==> src/rtl/stepdown_gate_sequencer.sv <==
// Break-before-make HS/LS gate sequencer for the stepdown power stage.
// The outputs are decoded from the registered state. OCP cuts the HS pulse short, ZCD ends the LS pulse early, and repeated OCP latches a fault.
module stepdown_gate_sequencer #(
  parameter int TW        = 6,
  parameter int DT_HS     = 3,
  parameter int DT_LS     = 2,
  parameter int MIN_ON    = 4,
  parameter int MIN_OFF   = 3,
  parameter int OCP_LIMIT = 4
) (
  input  logic       CELCLK,
  input  logic       CELRST,
  input  logic       CELV,
  input  logic       CELG,
  input  logic       SUB,
  input  logic       en,
  input  logic       pwm_req,
  input  logic       ocp,
  input  logic       zcd,
  output logic       hs_on,
  output logic       ls_on,
  output logic       fault,
  output logic [3:0] ocp_cnt
);

  typedef enum logic [2:0] {
    S_OFF, S_DT_H, S_HS_ON, S_DT_L, S_LS_ON, S_DCM
  } state_t;

  localparam logic [TW-1:0] DT_HS_END   = TW'(DT_HS - 1);
  localparam logic [TW-1:0] DT_LS_END   = TW'(DT_LS - 1);
  localparam logic [TW-1:0] MIN_ON_END  = TW'(MIN_ON - 1);
  localparam logic [TW-1:0] MIN_OFF_END = TW'(MIN_OFF - 1);
  localparam logic [3:0]    OCP_LIM     = 4'(OCP_LIMIT);

  state_t        state_q, state_d;
  logic [TW-1:0] timer_q, timer_d;
  logic          shut_q, shut_d;
  logic          fault_q, fault_d;
  logic [3:0]    cnt_q, cnt_d;
  logic [3:0]    cnt_inc;

  logic unused_ties;
  assign unused_ties = CELV ^ CELG ^ SUB;

  assign cnt_inc = (cnt_q == 4'hF) ? 4'hF : cnt_q + 4'd1;

  always_comb begin
    state_d = state_q;
    shut_d  = shut_q;
    fault_d = fault_q;
    cnt_d   = cnt_q;
    // Disabling the converter releases a latched fault and its OCP history.
    if (!en) begin
      fault_d = 1'b0;
      cnt_d   = 4'd0;
    end
    case (state_q)
      S_OFF: begin
        if (en && !fault_q && pwm_req) state_d = S_DT_H;
      end
      S_DT_H: begin
        if (!en)                         state_d = S_OFF;
        else if (timer_q == DT_HS_END)   state_d = S_HS_ON;
      end
      S_HS_ON: begin
        if (ocp) begin
          state_d = S_DT_L;
          cnt_d   = cnt_inc;
          fault_d = fault_q | (cnt_inc >= OCP_LIM);
        end else if (!en) begin
          state_d = S_DT_L;
          shut_d  = 1'b1;
        end else if (timer_q >= MIN_ON_END && !pwm_req) begin
          state_d = S_DT_L;
          cnt_d   = 4'd0;
        end
      end
      S_DT_L: begin
        if (timer_q == DT_LS_END) begin
          shut_d  = 1'b0;
          state_d = (shut_q || fault_q) ? S_OFF : S_LS_ON;
        end
      end
      S_LS_ON: begin
        if (!en)                                    state_d = S_OFF;
        else if (zcd)                               state_d = S_DCM;
        else if (timer_q >= MIN_OFF_END && pwm_req) state_d = S_DT_H;
      end
      S_DCM: begin
        if (!en)          state_d = S_OFF;
        else if (pwm_req) state_d = S_DT_H;
      end
      default: state_d = S_OFF;
    endcase
  end

  always_comb begin
    timer_d = timer_q;
    if (state_d != state_q)  timer_d = '0;
    else if (timer_q != '1)  timer_d = timer_q + TW'(1);
  end

  always_ff @(posedge CELCLK or posedge CELRST) begin
    if (CELRST) begin
      state_q <= S_OFF;
      timer_q <= '0;
      shut_q  <= 1'b0;
      fault_q <= 1'b0;
      cnt_q   <= 4'd0;
    end else begin
      state_q <= state_d;
      timer_q <= timer_d;
      shut_q  <= shut_d;
      fault_q <= fault_d;
      cnt_q   <= cnt_d;
    end
  end

  assign hs_on   = (state_q == S_HS_ON);
  assign ls_on   = (state_q == S_LS_ON);
  assign fault   = fault_q;
  assign ocp_cnt = cnt_q;

endmodule
==> config.mk <==
export PLATFORM = sky130hd
export DESIGN_NAME = stepdown_gate_sequencer
export DESIGN_NICKNAME = d
export VERILOG_FILES = /design/src/rtl/stepdown_gate_sequencer.sv
export SDC_FILE = /design/constraint.sdc
export NUM_CORES = 1
export LEC_CHECK = 0
export ABC_AREA = 1
export CAP_MARGIN = 15
export CORE_ASPECT_RATIO = 0.9
export CORE_MARGIN = 1
export CORE_UTILIZATION = 46
export CTS_CLUSTER_DIAMETER = 30
export DETAILED_ROUTE_END_ITERATION = 7
export PLACE_DENSITY = 0.69
export RECOVER_POWER = 25
export SETUP_SLACK_MARGIN = 0.3
export SLEW_MARGIN = 25
export SYNTH_ARGS = -nofsm -noshare
export SYNTH_HDL_FRONTEND = slang
export SYNTH_SLANG_ARGS = --single-unit
==> constraint.sdc <==
create_clock -name CELCLK -period 2.4 [get_ports CELCLK]
set_input_delay 0.48 -clock CELCLK [delete_from_list [all_inputs] [get_ports CELCLK]]
set_output_delay 0.48 -clock CELCLK [all_outputs]
set_load 0.01 [all_outputs]
Word level (Yosys, flattened, before mapping)
Cells that the tools add are included.
- register bits after elaboration: 15
- input bits: 9
- output and inout bits: 7
- logic and storage cells: 64
- add/subtract/negate cells: 2
- order comparisons: 3
- eq/ne operators: 13
- multiplexer cells: 29
- bitwise gates (word level): 1
- reduce and logical (&&, ||, !) cells: 11
- operators by type and width (operator ; count):
    two-way mux 3 bit ; 13
    two-way mux 4 bit ; 6
    case mux 3 bit (6 select lines) ; 1
    greater-or-equal comparator 6 x 2 -> 1 bit (second input constant) ; 2
    two-way mux 6 bit ; 2
    adder 6 x 1 -> 6 bit (second input constant) ; 1
    == test 3 x 2 -> 1 bit (second input constant) ; 2
    == test 3 bit (second input constant) ; 2
    == test 6 x 1 -> 1 bit (second input constant) ; 1
    == test 6 x 2 -> 1 bit (second input constant) ; 1
    two-way mux 1 bit ; 6
    inequality test 2 bit (second input constant) ; 3
    inequality test 6 bit (second input constant) ; 1
    adder 4 x 1 -> 4 bit (second input constant) ; 1
    == test 4 bit (second input constant) ; 1
    greater-or-equal comparator 4 x 3 -> 1 bit (second input constant) ; 1
    logical AND 1 bit ; 4
    AND reduction 4 bit ; 1
    nonzero test 2 bit ; 2
    == test 3 x 1 -> 1 bit (second input constant) ; 1
    logical NOT 3 bit ; 1
    inequality test 3 bit ; 1
    logical NOT 1 bit ; 2
    case mux 1 bit (2 select lines) ; 1
    other kinds (2) ; 2

Longest topological paths before layout
Gate-level depths: netlist (run 1).
- depth after elaboration: 8
- gate-level depth with buffers: 13
- depth with buffers taken out: 13

Least setup slack after synthesis (run 1)
OpenSTA, ideal clock, no wires.
- path kind: register to register
- start: reg timer_q[1]
- end: reg timer_q[5]
- setup time: 0.122 ns
- data arrival time: 1.366 ns
- data required time: 2.278 ns
- slack: 0.912 ns
- stages on the path, launching flop included: 14
- path buffers: 0
- period minus slack after synthesis: 1.488 ns
- cells stage by stage: dfrtp_1 inv_1 ha_1 nand2_2 nor2_4 inv_2 nand2_1 inv_2 nor2_4 nand3_2 nand2_2 nand2_2 nand2_4 nor2_2
- cells in the longest elaborated chain, start to end: 8
- elaborated cells on any way between the ends: 22
- classes of those cells: 1 x add/sub; 2 x order compare; 4 x eq/ne; 12 x mux; 3 x reduce/logical
- RTL lines (item ; line ; RTL):
    start, declared ; 37 ; logic [TW-1:0] timer_q, timer_d;
    start signal, assigned ; 113 ; timer_q <= timer_d;
    greater-or-equal comparator 6 x 2 -> 1 bit, on equally long branches ; 88, 74 ;
    logical AND 1 bit, on equally long branches ; 88, 74 ;
    two-way mux 3 bit, on equally long branches ; 88, 74 ;
    two-way mux 3 bit, on equally long branches ; 87, 71 ;
    two-way mux 3 bit, on equally long branches ; 86, 67 ;
    case mux 3 bit (6 select lines) (*) ; 58 ; case (state_q)
    net state_d[0] ; 36 ; state_t state_q, state_d;
    inequality test 3 bit (*) ; 100 ; if (state_d != state_q) timer_d = '0;
    two-way mux 6 bit or nonzero test 2 bit (tied branches) ; -- ;
Mark *: on every way through the listed nets, which the timed path passes. The rest lies on a longest branch. The select of a mux whose other input is x is not followed.
A chain may end at the register's enable or synchronous reset.

Worst setup path after layout (run 1)
- start: reg state_q[1]
- end: out ls_on
- cells in the longest elaborated chain, start to end: 1
- RTL lines (item ; line ; RTL):
    start, declared ; 36 ;
    start signal, assigned ; 112 ; state_q <= state_d;
    == test 3 bit ; 121 ; assign ls_on = (state_q == S_LS_ON);
    end, declared ; 21 ; output logic ls_on,
No other way between the ends.

==> results.md, run 1 <==
* Part of the power in registers at 0.363
* Ranking of synthesized cells by area: sky130_fd_sc_hd__dfrtp_1 37%, sky130_fd_sc_hd__nand2_1 11%, sky130_fd_sc_hd__inv_1 7.7%, sky130_fd_sc_hd__nand3_1 6.4%, sky130_fd_sc_hd__ha_1 4.9%
* Rel. slew slack at 0.617
* Number of max-slew violations in the final report at 0
* Number of antenna-violating nets in the routed design at 0
* Status: finished, final reports clean
* Net count reported at finish at 172
* Fraction of synthesized cell area taken by the top area cell type at 0.367
* Sinks on the clock net at 15
* Synthesized netlist net count at around 150
* Drt via density at roughly 5.1
* CTS tree: done
* Number of buffers between clock root and the deepest sink at 2
* Final critical-path required period at between 2000 and 2500 ps
* Worst endpoint data arrival time at approximately 1500 ps
* Pre-antenna DRT Iters at 4
* Initial core utilization at 0.510
* CTS buffer count at 3
* Endpoint required time on the critical path at 1920 ps
* Chip width at 51.7 um
* Largest fanout on the critical path at 4
* Core ar. at about 2000 sq um
* Top Ports at 16
* Cell Rows at 15
* Fraction of power consumed by the clock network at 0.147
* Hold Violations, Final at 0
* Comb pwr share at 0.490
* Antenna violations before repair at 0
* Number of antenna cells inserted at 0
* Total chip power at roughly 970 uW
* Initial DRC Count at 22
* Final std cells w/o fill at around 180
* Startpoint types: flip-flop
* Peak supply drop at 471 uV
* PD cells at between 700 and 800 nW/um^2
* Leakage at 0.622 nW
* Fraction of power spent switching nets at 0.429
* Global-route usage over all layers at 0.195
* Maximum number of pins on one net before global-route repair at 16
* Largest area contributor in the synthesized netlist: sky130_fd_sc_hd__dfrtp_1
* Setup Viol. Count Final at 0
* Growth of design area from synthesis to finish at 19.2%
* Via count of the first global-routing pass at 792
* Switching power at between 400 and 500 uW
* H-tree levels at 1
* DP HPWL at 1610 um
* Count of maximum capacitance violations at 0
* Mean post-synth cell area at ~7.3 sq um
* Worst setup skew after layout at 1.47 ps
* Maximum clock frequency at 498 MHz
* Count of warnings emitted by yosys at 0
* Clock tree root driver cell: sky130_fd_sc_hd__clkbuf_4
* Wire length of the first global-routing pass at 3370 um
* Final worst path period share at 0.836
* Number of port buffers at 12
* Clock insertion delay at the later pin of the skew report at 270 ps
* RSZ-0062 raised after global routing: false
* Count of unique library cells instantiated by Yosys at 23
* Cell-internal power at 553 uW
* Class of the most critical hold timing path: reg2reg
* Cell count after synthesis at 140
* Final total negative setup slack at 0 ps
* Clock slew seen by the registers of the worst setup and hold paths at 90 ps
* Endpoint kind of the worst setup timing path: output port
* Die Ht at 46.8 um
* Layout cells sized above 1 at 0.184
* Type of the worst setup path: reg2out
* Die Outline Area at 2420 sq um
* Routability-driven placement congestion ratio at 0.835
* Via count at 925
* Total DRC errors in the routed layout at 0
* Fill count at 188
* Cell count after placement at 178
* GRT Residual Overflow at 0
* Portion of the post-synthesis area used by sequential elements at 0.367
* Per-cell routed wire length at 11.1 um
* Netlist area before placement at approximately 1000 sq um
* Number of synthesized register bits at 15
* Final routed wirelength across all metal layers at between 2000 and 2500 um
* Slew at the pin with the worst max-slew slack at 574 ps
[timing repair]
action | 4_1_cts | 5_1_grt
endpoints found under the hold margin | 0 | 0
setup endpoints to repair | 0 | 1
hold buffers | 0 | 0
resized for setup | 0 | 2
setup buffers | 0 | 1
[final cells by class]
cell class,count,area [sq um],area share
Inverter,27,101,0.0831
Tap cell,25,31.3,0.0256
Timing Repair Buffer,14,138,0.113
Multi-Input combinational cell,98,547,0.448
Sequential cell,15,377,0.309
Clock buffer,4,26.3,0.0215
[flip-flops by register name (all words and copies together), names as in the netlist]
signal,count
state_q,3
ocp_cnt,4
fault,1
timer_q,6
shut_q,1
[worst max-delay path: stages, from the launching register on]
cell                              delay (ps)
sky130_fd_sc_hd__dfrtp_1                 440
sky130_fd_sc_hd__nor2_1                  160
sky130_fd_sc_hd__nand2_1                  80
sky130_fd_sc_hd__inv_1                    50
sky130_fd_sc_hd__clkdlybuf4s50_1         520
[metrics by stage]
step	utilization	setup WS [ps]	hold WS, ps	cell area, sq um
5_1_grt	0.607	327	523	1220
4_1_cts	0.602	311	508	1210
3_5_place_dp	0.589	500	487	1180
3_3_place_gp	0.589	505	484	1180
6_report	0.607	393	503	1220
2_1_floorplan	-	912	381	1020
[final timing paths]
check                      slack, ps  depth (start not counted)        from    endpoint
min                              500                          1      shut_q      shut_q
min in group asynchronous        690                          2      CELRST  ocp_cnt[2]
max in group asynchronous       1300                          2      CELRST  state_q[2]
min reg2reg                      500                          1      shut_q      shut_q
max                              390                          4  state_q[1]       ls_on
max reg2reg                      720                         12  timer_q[0]  timer_q[5]
[Yosys cell counts]
| cell | count |
|---|---|
| sky130_fd_sc_hd__nand4_1 | 3 |
| sky130_fd_sc_hd__o211ai_1 | 1 |
| sky130_fd_sc_hd__dfrtp_1 | 15 |
| sky130_fd_sc_hd__inv_1 | 21 |
| sky130_fd_sc_hd__ha_1 | 4 |
| sky130_fd_sc_hd__nor3_1 | 1 |
| sky130_fd_sc_hd__nor2_1 | 11 |
| sky130_fd_sc_hd__nand3_2 | 2 |
| sky130_fd_sc_hd__nand3_1 | 13 |
| sky130_fd_sc_hd__inv_2 | 6 |
| sky130_fd_sc_hd__nor2_2 | 7 |
| sky130_fd_sc_hd__o31ai_1 | 1 |
| sky130_fd_sc_hd__a21oi_1 | 4 |
| sky130_fd_sc_hd__xnor2_1 | 1 |
| sky130_fd_sc_hd__nand3b_1 | 1 |
| sky130_fd_sc_hd__a32o_1 | 1 |
| sky130_fd_sc_hd__nor2_4 | 3 |
| sky130_fd_sc_hd__nand2_4 | 1 |
| sky130_fd_sc_hd__nand2_2 | 3 |
| sky130_fd_sc_hd__xor2_1 | 1 |
| sky130_fd_sc_hd__nand2_1 | 29 |
| sky130_fd_sc_hd__o21ai_0 | 10 |
| sky130_fd_sc_hd__nor3_2 | 1 |
[power by group through the flow]
stage	Combinational [mW]	Clock [mW]	Sequential, mW
6_report	0.475	0.142	0.352
5_1_grt	0.534	0.160	0.358
4_1_cts	0.468	0.150	0.352
3_5_place_dp	0.464	0	0.357
3_3_place_gp	0.456	0	0.355
2_1_floorplan	0.360	0	0.349
[routing by layer]
layer	global-route usage	wire length, um	up-vias
met5	0	0	-
met4	0.0811	13	0
met3	0.0194	42	2
met2	0.309	938	15
met1	0.276	1040	424
li1	-	-	484
[cell usage in the layout (no fill, tap or decap), drive strengths merged, types with 2 or more instances in the layout]
cell	netlist	layout
nand2	33	33
clkdlybuf4s50	0	10
buf	0	2
nor2	21	21
clkbuf	0	4
dfrtp	15	15
ha	4	4
nand4	3	3
nor3	2	2
nand3	15	15
o21ai	10	10
inv	27	27
a21oi	4	4
[logic make-up after synthesis]
family / share of synthesized area
buffers and inverters: 0.0990
flip-flops: 0.367
AO/OA/AOI/OAI: 0.0929
AND/OR/NAND/NOR: 0.375
adder cells (fa/ha/maj): 0.0489
XOR/XNOR: 0.0171
No activity file was read; power rests on OpenSTA's default activity.
==> run 2, diff against run 1 <==
Settings changed: PLACE_DENSITY 0.69 to 0.72.
Clock period 2.4 ns to 1.8 ns, I/O delays scaled along.
==> run 2 against run 1 <==
  * Via count rose by 8.1%
  * Non-clock buffer count increased by 14
  * Register-to-register slack worse by 620 ps
  * Clock skew up 7.9 ps
  * Clock power rose by 47%
  * Largest cell class unchanged
==> results.md, run 2 (synthesis gave the netlist of run 1 again) <==
* Status: finished, final reports clean
* Capture point of the worst reg-to-reg path: timer_q[5]
* Initial core utilization at 0.510
* Largest register by flop count: timer_q
* Flip-flop count of the largest register after layout at 6
* RSZ-0062 raised after global routing: true
* Source of the worst register-to-register timing path: timer_q[0]
* Top Ports at 16
* Number of buffer and inverter instances along the worst setup path at 1
* Ordered list of cells on the worst path: inv_2 > ha_4 > nor2_2 > nand3_1 > nand2_1 > nand2_1 > nand2_1 > nand2_2 > nand3_2 > nand2_1 > nor2_2 > nand2_4 > nor2_2
* Maximum clock frequency at 587 MHz
* Final worst path period share at 0.946
* CP peak stage delay at 440 ps
* Worst endpoint data arrival time at 1930 ps
* Clock slew seen by the registers of the worst setup and hold paths at 110 ps
* Net count reported at finish at around 190
* Final critical-path required period at 1700 ps
* Worst R2R Path Depth at 13
* Startpoint types: flip-flop
* Most common cell after layout, fill and taps aside: sky130_fd_sc_hd__nand2_1
* Initial DRC Count at 26
* Class of the most critical hold timing path: reg2reg
* Endpoint kind of the worst setup timing path: flip-flop
* Via count of the first global-routing pass at 911
* Setup slack of the worst register-to-register path at approximately 97 ps
* DP HPWL at 1650 um
* CTS tree: done
* Die Outline Area at approximately 2400 sq um
* Rel. slew slack at 0.606
* Total DRC errors in the routed layout at 0
* Sinks on the clock net at 15
* Hold Startpoint: shut_q
* Routability-driven placement congestion ratio at 0.817
* PD cells at 1130 nW/um^2
* Number of max-slew violations in the final report at 0
* Worst setup skew after layout at 9.37 ps
* Largest fanout on the critical path at 6
* Chip width at 51.7 um
* Drt via density at 5.08
* Wire length of the first global-routing pass at 3850 um
* Die Ht at 46.8 um
* Slew at the pin with the worst max-slew slack at 590 ps
* Most frequent cells in the layout: 24 x sky130_fd_sc_hd__nand2_1, 17 x sky130_fd_sc_hd__inv_1, 14 x sky130_fd_sc_hd__buf_4
* CTS buffer count at 3
* Kind of cell adding the most delay to the critical path: simple AND/OR/NAND/NOR gates
* WHS Path Cells at 1
* Peak supply drop at 899 uV
* Type of the worst setup path: reg2reg
* Pre-antenna DRT Iters at 4
* Growth of design area from synthesis to finish at 38.9%
* Post-Route Hold Slack at just over 500 ps
* Setup Viol. Count Final at 0
* Number of buffers between clock root and the deepest sink at 2
* Number of antenna-violating nets in the routed design at 0
* GRT Residual Overflow at 0
* H-tree levels at 1
* Leakage at 0.704 nW
* Number of port buffers at 12
* Most used cell, CP: sky130_fd_sc_hd__nand2_1
* Endpoint required time on the critical path at slightly above 2000 ps
* Number of hold buffers added after CTS at 0
* Cell Rows at 15
* Per-cell routed wire length at approximately 13 um
* Via count at 1000
* Destination of the worst hold path: shut_q
* Slowest-stage cell, CP: sky130_fd_sc_hd__dfrtp_2
* Clock tree root driver cell: sky130_fd_sc_hd__clkbuf_4
* Min setup slack post-route at about 100 ps
* Core ar. at 2010 sq um
* Maximum number of pins on one net before global-route repair at 16
* Count of maximum capacitance violations at 0
* Global-route usage over all layers at 0.227
* Antenna violations before repair at 0
* Dpl ws at -3.69 ps
* Final routed wirelength across all metal layers at approximately 2500 um
* Setup crit start: timer_q[0]
* Number of antenna cells inserted at 0
* Hold Violations, Final at 0
* Layout cells sized above 1 at 0.384
* Clock insertion delay at the later pin of the skew report at 300 ps
[run 2: area by class of cell]
cell class | count | area [sq um]
Fill cell | 162 | 587
Clock buffer | 3 | 22.5
Inverter | 27 | 109
Timing Repair Buffer | 28 | 244
Sequential cell | 15 | 379
Multi-Input combinational cell | 98 | 628
Clock inverter | 1 | 7.51
Tap cell | 25 | 31.3
[run 2: metal layers]
layer | share of wire | track usage | vias up
li1 | - | - | 509
met1 | 0.44 | 0.287 | 456
met2 | 0.49 | 0.374 | 26
met3 | 0.044 | 0.0712 | 9
met4 | 0.028 | 0.0811 | 0
met5 | 0 | 0 | -
[run 2: metrics by stage]
stage	area [sq um]	power, mW	cells	utilization	TNS (ps)
after floorplan	1020	0.946	140	-	0
after global placement	1180	1.08	178	0.589	0
after detailed placement	1180	1.10	178	0.589	-3.69
after CTS	1290	1.43	191	0.641	0
after global routing	1420	1.71	197	0.708	-148
final	1420	1.60	197	0.708	0
[run 2: repair_timing]
item	CTS	global route
resized for setup	21	25
buffers inserted	9	6
setup endpoints to repair	13	14
gates cloned	0	0
pin swaps	2	10
[run 2: how the worst max path moves through the flow]
stage	endpoint	slack, ps	cells after the start
5_1_grt	timer_q[5]	-60	13
6_report	timer_q[5]	100	13
3_3_place_gp	timer_q[5]	30	10
3_5_place_dp	timer_q[5]	-4	10
2_1_floorplan	timer_q[5]	310	13
4_1_cts	timer_q[4]	130	12
[run 2: report_power, final]
group	internal, mW	switching [mW]
combinational	0.407	0.513
sequential	0.403	0.0741
clock	0.0847	0.124
==> run 3, diff against run 2 <==
Settings changed: RECOVER_POWER 25 to 50.
==> results of run 3 <==
Final layout, timing and power as in run 2 (identical DEF).
